[config.mk]
export PLATFORM = sky130hd
export DESIGN_NAME = serial_adder_ctrl
export DESIGN_NICKNAME = d
export VERILOG_FILES = /design/src/rtl/serial_adder_pkg.sv /design/src/rtl/serial_adder_ctrl_full_adder.sv /design/src/rtl/serial_adder_ctrl.sv
export SDC_FILE = /design/constraint.sdc
export NUM_CORES = 1
export LEC_CHECK = 0
export ABC_AREA = 1
export BUFFER_PORTS_ARGS = -buffer_cell sky130_fd_sc_hd__buf_2
export CAP_MARGIN = 30
export CORE_MARGIN = 2
export CORE_UTILIZATION = 47
export CTS_CLUSTER_DIAMETER = 30
export DETAILED_ROUTE_END_ITERATION = 12
export GPL_ROUTABILITY_DRIVEN = 0
export PLACE_DENSITY = 0.79
export SYNTH_ARGS = -nofsm -noshare
export SYNTH_HDL_FRONTEND = slang
export SYNTH_HIERARCHICAL = 1
export SYNTH_SLANG_ARGS = --single-unit
[constraint.sdc]
create_clock -name CLK -period 2.2 [get_ports CLK]
set_input_delay 0.11 -clock CLK [delete_from_list [all_inputs] [get_ports CLK]]
set_output_delay 0.11 -clock CLK [all_outputs]
set_load 0.005 [all_outputs]
[src/rtl/serial_adder_pkg.sv]
// Shared definitions for the bit-serial adder controller: FSM encoding
// and the default operand width.
package serial_adder_pkg;

  localparam int DEFAULT_WIDTH = 8;

  typedef enum logic [1:0] {
    IDLE = 2'd0,
    RUN  = 2'd1,
    FIN  = 2'd2
  } state_e;

endpackage

[src/rtl/serial_adder_ctrl_full_adder.sv]
// One-bit full-adder cell; the only arithmetic in the serial datapath.
module full_adder (
  input  logic A,
  input  logic B,
  input  logic CIN,
  output logic SUM,
  output logic COUT
);

  assign SUM  = A ^ B ^ CIN;
  assign COUT = (A & B) | (A & CIN) | (B & CIN);

endmodule

[src/rtl/serial_adder_ctrl.sv]
// Bit-serial adder controller: accepts A/B/CIN, adds LSB first through a
// single full-adder cell, and publishes SUM/COUT with a one-cycle DONE.
module serial_adder_ctrl
  import serial_adder_pkg::*;
#(
  parameter int WIDTH = DEFAULT_WIDTH
) (
  input  logic             CLK,
  input  logic             RST,
  input  logic             START_VALID,
  output logic             START_READY,
  input  logic [WIDTH-1:0] A,
  input  logic [WIDTH-1:0] B,
  input  logic             CIN,
  output logic [WIDTH-1:0] SUM,
  output logic             COUT,
  output logic             DONE,
  output logic             BUSY
);

  // One extra counter bit so the post-increment value WIDTH never wraps.
  localparam int            CW       = $clog2(WIDTH) + 1;
  localparam logic [CW-1:0] LAST_CNT = CW'(WIDTH - 1);

  state_e           state_r;
  state_e           state_nxt_s;
  logic [WIDTH-1:0] a_sh_r;
  logic [WIDTH-1:0] b_sh_r;
  logic [WIDTH-1:0] res_r;
  logic [WIDTH-1:0] res_nxt_s;
  logic [WIDTH-1:0] sum_r;
  logic             carry_r;
  logic             cout_r;
  logic [CW-1:0]    cnt_r;
  logic             fa_sum_s;
  logic             fa_cout_s;
  logic             last_s;

  full_adder u_cell (
    .A    (a_sh_r[0]),
    .B    (b_sh_r[0]),
    .CIN  (carry_r),
    .SUM  (fa_sum_s),
    .COUT (fa_cout_s)
  );

  assign last_s = (cnt_r == LAST_CNT);

  // FSM state register
  always_ff @(posedge CLK) begin
    if (RST) begin
      state_r <= IDLE;
    end else begin
      state_r <= state_nxt_s;
    end
  end

  // FSM next-state decode
  always_comb begin
    state_nxt_s = state_r;
    case (state_r)
      IDLE: begin
        if (START_VALID) begin
          state_nxt_s = RUN;
        end else begin
          state_nxt_s = IDLE;
        end
      end
      RUN: begin
        if (last_s) begin
          state_nxt_s = FIN;
        end else begin
          state_nxt_s = RUN;
        end
      end
      FIN:     state_nxt_s = IDLE;
      default: state_nxt_s = IDLE;
    endcase
  end

  // Result word with the current cell sum written into bit [cnt_r]
  always_comb begin
    res_nxt_s = res_r;
    for (int i = 0; i < WIDTH; i++) begin
      if (cnt_r == CW'(i)) begin
        res_nxt_s[i] = fa_sum_s;
      end else begin
        res_nxt_s[i] = res_r[i];
      end
    end
  end

  // Operand shifters, carry, counter, partial result and published result
  always_ff @(posedge CLK) begin
    if (RST) begin
      a_sh_r  <= {WIDTH{1'b0}};
      b_sh_r  <= {WIDTH{1'b0}};
      res_r   <= {WIDTH{1'b0}};
      sum_r   <= {WIDTH{1'b0}};
      carry_r <= 1'b0;
      cout_r  <= 1'b0;
      cnt_r   <= {CW{1'b0}};
    end else begin
      case (state_r)
        IDLE: begin
          if (START_VALID) begin
            a_sh_r  <= A;
            b_sh_r  <= B;
            carry_r <= CIN;
            res_r   <= {WIDTH{1'b0}};
            cnt_r   <= {CW{1'b0}};
          end
        end
        RUN: begin
          res_r   <= res_nxt_s;
          carry_r <= fa_cout_s;
          a_sh_r  <= a_sh_r >> 1'b1;
          b_sh_r  <= b_sh_r >> 1'b1;
          cnt_r   <= cnt_r + CW'(1);
          // SUM/COUT only change here, so partial results never leak out.
          if (last_s) begin
            sum_r  <= res_nxt_s;
            cout_r <= fa_cout_s;
          end
        end
        default: begin
        end
      endcase
    end
  end

  assign START_READY = (state_r == IDLE);
  assign BUSY        = (state_r == RUN) || (state_r == FIN);
  assign DONE        = (state_r == FIN);
  assign SUM         = sum_r;
  assign COUT        = cout_r;

endmodule

==> results of run 1 <==
==> flip-flops by register name, indices dropped and copies added, names as in the netlist <==
signal,count
COUT,1
SUM,8
a_sh_r,8
b_sh_r,8
carry_r,1
cnt_r,4
res_r,7
state_r,2
==> metal layers <==
metal	GRT usage, %	part of all wire [%]	up-vias
met5	0	0	-
met4	9.95	1.7	0
met3	5.50	3.4	5
met2	34.9	49	31
met1	22.5	46	792
li1	-	-	912
==> critical path, delay by kind of cell, from the launching register on <==
| family | cells | cell delay [ps] |
|---|---|---|
| AO/OA/AOI/OAI | 1 | 130 |
| buffers and inverters | 2 | 400 |
| AND/OR/NAND/NOR | 2 | 590 |
| adder cells (fa/ha/maj) | 1 | 450 |
| flip-flops | 1 | 320 |
==> cell type report <==
| class | instances | area [µm²] | area share, % |
|---|---|---|---|
| Clock inverter | 3 | 20.0 | 0.940 |
| Sequential cell | 39 | 781 | 36.7 |
| Multi-Input combinational cell | 200 | 955 | 44.8 |
| Timing Repair Buffer | 33 | 170 | 7.99 |
| Tap cell | 50 | 62.6 | 2.94 |
| Inverter | 18 | 72.6 | 3.41 |
| Clock buffer | 5 | 68.8 | 3.23 |
==> cells in the mapped netlist, drive strengths merged <==
library cell  instances  area share (%)
clkinv                1            0.20
o21ai                19             5.6
buf                  11             4.4
nand4                 4             1.3
dfxtp                39              41
ha                    7             4.6
fa                    1             1.1
inv                  17             3.6
nand3                19             5.0
clkbuf                2            0.40
nand2                88              18
nor2                 36             7.1
a21oi                26             8.0
==> stage by stage <==
| step | hold slack [ps] | std cells | instance area, µm² | total power [mW] |
|---|---|---|---|---|
| floorplan | 257 | 270 | 1900 | 0.937 |
| CTS | 46.7 | 348 | 2130 | 1.47 |
| global placement | 365 | 340 | 2040 | 0.979 |
| finish | 55.2 | 348 | 2130 | 1.46 |
| detailed placement | 366 | 340 | 2040 | 0.986 |
| global route | 80.1 | 348 | 2130 | 1.53 |
==> power breakdown <==
part | internal (mW) | switching (mW)
Clock | 0.221 | 0.272
Combinational | 0.0726 | 0.141
Sequential | 0.738 | 0.0186
==> kinds of logic after synthesis <==
group | synth area share, %
compound gates | 13.6
fa+ha+maj | 5.67
buf+inv | 8.57
flops | 41.1
simple gates | 31.0
==> worst max path at each step <==
stage          cells after the start       start        end
4_1_cts                            6  state_r[1]     SUM[4]
2_1_floorplan                      8  state_r[0]  b_sh_r[1]
3_3_place_gp                       6  state_r[1]     SUM[3]
3_5_place_dp                       6  state_r[1]     SUM[0]
5_1_grt                            6  state_r[1]     SUM[4]
6_report                           6  state_r[1]     SUM[4]
==> results list, run 1 <==
- Result of the run: completed
- Subtracting the final worst setup slack from the clock period gives around 1900 ps.
- Vias in the first global route: approximately 1.6k
- The routed layout has roughly 1.7k vias.
* Share of the clock period used by the worst path: 88.5%
- Placement row count: 23
* Post-Synthesis Net Count: a little under 300
- Data arrives at the worst endpoint at 2190 ps.
* Tightest Pin Transition: about 560 ps
- Clock-pin slew was measured on the worst setup and hold paths at 80 ps.
- Path type of the worst min-delay path: in -> reg
- Hold repair after CTS inserted 0 buffers.
* Fraction of layout cells with a size suffix above 1: 17.1%
* Hold path depth: 3
- Sum of overflow across all layers after global routing: 0
- Setup slack of the most critical reg-to-reg path: roughly 250 ps
- Number of remaining DRC errors: 0
- Post-CTS repair changed the size of 0 cells.
- Endpoint of the worst hold-timing path: b_sh_r[7]
- Clock latency on the worst-skew pair, taken at its later pin, is ~300 ps.
- Synthesized area per cell: around 7.0 µm²
* Final #Nets: around 330
* Layout-stage area growth over the synthesis result: 12.2%
- Wirelength, routed: ~4200 µm
- H-tree depth: 2
* Clock Root Buffer: sky130_fd_sc_hd__clkbuf_8
- Synth warn: 6
- Post-place setup slack: between 200 and 300 ps
* Crit path max fanout: 11
* Synthesized netlist cell count: 270
- Distinct cell type count of the synthesized netlist: 21
- The critical path goes through inv_1 > ha_1 > nand4_1 > inv_1 > o21ai_0 > nor2_1.
- Max incr delay on CP: 480 ps
* Slowest cell on crit path: sky130_fd_sc_hd__nand4_1
- Fraction of the yosys area taken by sequential cells: 41.1%
* Post-DRT Antenna Nets: 0
- Setup repair after global routing left no endpoint under its margin.
- From bottom edge to top edge, the die measures slightly below 70 µm.
- Pre-Repair DR Iteration Count: 4
- The worst setup path is launched from a flop.
- Floorplan die area: around 0.0046 mm²
* Via density: around 5.0
- After synthesis the netlist holds a flip-flop and latch count of 39.
- Worst r2r path cells: 6
* Ports: 32
* Static leakage: between 0.9 and 1 nW
- Worst reg2reg endpoint: SUM[4]
- The cell area that synthesis handed to floorplanning was between 0.0015 and 0.002 mm².
* Max Cap Viol: 0
- Largest clock skew in the final design: 6.61 ps
- Clock sinks: 39
- The most numerous cell type found on the critical path is sky130_fd_sc_hd__inv_1.
* Final setup vio count: 0
- The wire-length estimate of the detail-placed layout is around 2800 µm.
- In this run the most critical hold path is launched from B[7].
- The clock passes through at most 2 buffers.
* Share of the core filled with cells: between 50% and 60%
* Starting density of the core: between 40% and 50%
* Peak VDD IR: between 0.3 and 0.4 mV
- Setup slack on the critical path of the routed design comes to approximately 250 ps.
* Required time of the critical path: approximately 2400 ps
- In this run, the number of DRC markers left after iteration 0 of detailed routing was 92.
- TritonCTS built the clock tree.
* Die outline width: a little under 70 µm
* Core region area: slightly below 0.004 mm²
* Total routing resource utilization after global routing: 20.1%
- In this run the critical register-to-register path is launched from state_r[1].
- Antenna diodes: 0
- WS Path Type: reg -> reg
* Max transition margin: around 63%
* Number of buffers created by CTS: 5
- Wire length of the first global-routing pass: between 6000 and 7000 µm
- In the layout the commonest cells are sky130_fd_sc_hd__nand2_1 (87), sky130_fd_sc_hd__dfxtp_1 (39), sky130_fd_sc_hd__nor2_1 (36), sky130_fd_sc_hd__buf_2 (31), sky130_fd_sc_hd__a21oi_1 (20).
- Once the clock tree was built, the setup fixing pass inserted 0 buffers.
- Critical Path Sink Type: flop
- Adding up every negative setup slack in the final design gives 0 ps.
- Wire length per cell after detailed routing: 12.0 µm
- Ratio of total power to cell area: approximately 690 mW/mm²
- Number of slew-limit violations in the final report: 0
- Filler cell count in the final layout: roughly 380
- Largest net degree at the start of global routing: 27
* Number of port buffers: 31
* Antenna violations before repair: 0
* Highest clock rate: 513 MHz
* Most common cell after layout, fill and taps aside: sky130_fd_sc_hd__nand2_1
- The hold violation count in the final report is 0.
(Power assumes the default switching activity.)
==> inputs of run 2 (changes only) <==
--- a/config.mk
+++ b/config.mk
@@ -8,12 +8,14 @@
 export ABC_AREA = 1
 export BUFFER_PORTS_ARGS = -buffer_cell sky130_fd_sc_hd__buf_2
 export CAP_MARGIN = 30
+export CELL_PAD_IN_SITES_DETAIL_PLACEMENT = 1
+export CELL_PAD_IN_SITES_GLOBAL_PLACEMENT = 1
 export CORE_MARGIN = 2
-export CORE_UTILIZATION = 47
+export CORE_UTILIZATION = 42
 export CTS_CLUSTER_DIAMETER = 30
 export DETAILED_ROUTE_END_ITERATION = 12
 export GPL_ROUTABILITY_DRIVEN = 0
-export PLACE_DENSITY = 0.79
+export PLACE_DENSITY = 0.93
 export SYNTH_ARGS = -nofsm -noshare
 export SYNTH_HDL_FRONTEND = slang
 export SYNTH_HIERARCHICAL = 1
==> results list, run 2 (same netlist as run 1, synthesis figures left out) <==
- The flow ran to the end, and the final reports show no timing, DRC or antenna violations.
- The number of vias per cell after detailed routing was 5.31 (+6.1%).
* Number of port buffers: 31 (unchanged)
- Clock sinks: 39 (unchanged)
* Crit path max fanout: 11 (unchanged)
- The total number of vias came to 1857 (+6.7%).
- The hold violation count in the final report is 0 (unchanged).
* Die height: 71.2 µm (+5.4%)
- STA classifies the critical path startpoint as a flop.
* R2R Path Start: state_r[1]
- WS Path Type: reg -> reg
- The number of global-route vias before repair is 1928 (+18%).
* Antenna violations before repair: 0 (unchanged)
- Final total negative setup slack: 0 ps (unchanged)
* Core region area: 0.00435 mm² (+10%)
- The later-pin clock latency in the skew report was 290 ps (about the same).
* Total routing resource utilization after global routing: 21.6% (+1.5 points)
* Post_cts resized: 0 (unchanged)
* Arrival time of the worst setup path: 2190 ps (about the same)
- The fraction of layout instances using a drive strength above 1 is 16.8% (-0.34 points).
- The total power after layout was 1.53 mW (+4.3%).
- The detailed placement HPWL was 3570 µm (+27%).
- In this run the critical register-to-register path is captured at SUM[4].
- Largest clock skew in the final design: 2.95 ps (-3.66 ps)
- GR met3 Demand/Resource: 4.64% (-0.86 points)
* Largest net degree at the start of global routing: 27 (unchanged)
* Floorplan die area: 0.00507 mm² (+11%)
- Post-CTS Setup Bufs: 0 (unchanged)
* Final setup vio count: 0 (unchanged)
* Die outline width: 71.2 µm (+5.4%)
* Clock Root Buffer: sky130_fd_sc_hd__clkbuf_8
- The leakage power total was 1.01 nW (+1.1%).
* Number of slew-limit violations in the final report: 0 (unchanged)
- Number of remaining DRC errors: 0 (unchanged)
- Number of buffers on the longest clock path: 2 (unchanged)
- Setup repair after global routing left no endpoint under its margin.
* Grt peak-use layer: met2
- Endpoint of the worst hold-timing path: b_sh_r[7]
- Layout-stage area growth over the synthesis result: 12.9%
- Hold path depth: 3 (unchanged)
- Placement row count: 24 (+4.3%)
- The residual antenna-violating net count after detailed routing came to 0 (unchanged).
- In the layout the commonest cells are sky130_fd_sc_hd__nand2_1 (87), sky130_fd_sc_hd__dfxtp_1 (39), sky130_fd_sc_hd__nor2_1 (36), sky130_fd_sc_hd__buf_2 (31), sky130_fd_sc_hd__a21oi_1 (20).
* Antenna diodes: 0 (unchanged)
* Ratio of total power to cell area: 712 mW/mm² (+3.6%)
- Worst Hold Launch: B[7]
* Setup slack of the most critical reg-to-reg path: 240 ps (about the same)
- Pre-Repair DR Iteration Count: 4 (unchanged)
* Global-route track usage on met1: 25.0% (+2.5 points)
* Max transition margin: 61.7% (-1.3 points)
- Worst r2r path cells: 6 (unchanged)
- The peak supply drop came to 0.351 mV (-7.1%).
* DRT iter0 DRCs: 92 (unchanged)
* Max Cap Viol: 0 (unchanged)
* CTS Hold Bufs: 0 (unchanged)
- The total wire length was 5100 µm (+22%).
- The library cell used most frequently in the layout, excluding fill and tap cells, is sky130_fd_sc_hd__nand2_1.
- The number of top-level design ports is 32 (unchanged).
- Required time of the critical path: 2430 ps (about the same)
- The average routed wire per standard cell came to 14.6 µm (+21%).
- Tightest Pin Transition: 573 ps (+17.3 ps)
- The minimum clock period is 1960 ps (+14.6 ps).
- Path type of the worst min-delay path: in -> reg
- Number of buffers created by CTS: 5 (unchanged)
- The residual overflow from global routing was 0 (unchanged).
- The achievable clock frequency was 510 MHz (-0.75%).
- Clock tree from TritonCTS: done
* Final #Nets: 325 (unchanged)
- The met2 global-route usage is 39.2% (+4.3 points).
* Wire length of the first global-routing pass: 8710 µm (+27%)
- The fraction of the cycle the final worst path needs came to 89.2% (+0.67 points).
- The level count of the clock H-tree is 2 (unchanged).
- STA classifies the critical path endpoint as a flop.
- Clock slew seen by the registers of the worst setup and hold paths: 80 ps (about the same)
- Starting density of the core: 43.6% (-4.6 points)
## run 2: cell count changes in the layout (fill, tap and decap cells not counted)
cell	before	now
sky130_fd_sc_hd__clkbuf_8	5	7
sky130_fd_sc_hd__clkinvlp_4	2	0
sky130_fd_sc_hd__clkbuf_1	0	1
sky130_fd_sc_hd__clkinv_2	1	0
## run 2: metrics by stage
step	instance area (µm²)	utilization (%)	std cells	setup slack, ps	hold WS, ps
after floorplan	1900	-	270	833	257
after global placement	2040	46.9	342	401	368
after detailed placement	2040	46.9	342	255	384
after CTS	2140	49.2	350	225	73.6
after global routing	2140	49.2	350	28.5	105
final	2140	49.2	350	238	71.6
## run 2: routing by layer
metal  up-vias  share of wire [%]
met3        11                3.3
met5         -                  0
li1        916                  -
met1       890                 42
met4         0                2.2
met2        40                 53
## run 2: cell type report
cell class / instances / area [µm²]
Inverter: 18 / 72.6
Tap cell: 52 / 65.1
Multi-Input combinational cell: 200 / 955
Timing Repair Buffer: 33 / 170
Clock buffer: 8 / 100
Fill cell: 599 / 2210
Sequential cell: 39 / 781
## run 2: power breakdown
part | switching [mW] | internal, mW
Combinational | 0.151 | 0.0731
Clock | 0.258 | 0.287
Sequential | 0.0190 | 0.738
## run 2: worst max-delay path, stage by stage, from the launching register on
cell                      delay, ps
sky130_fd_sc_hd__dfxtp_1        320
sky130_fd_sc_hd__inv_1           70
sky130_fd_sc_hd__ha_1           440
sky130_fd_sc_hd__nand4_1        460
sky130_fd_sc_hd__inv_1          330
sky130_fd_sc_hd__o21ai_0        140
sky130_fd_sc_hd__nor2_1         140
## run 2: how the worst max path moves through the flow
stage	from	to	slack, ps
after floorplan	state_r[0]	b_sh_r[1]	830
after global placement	state_r[1]	SUM[2]	400
after detailed placement	state_r[1]	SUM[4]	260
after CTS	state_r[1]	SUM[4]	220
after global routing	state_r[1]	SUM[4]	30
final	state_r[1]	SUM[4]	240
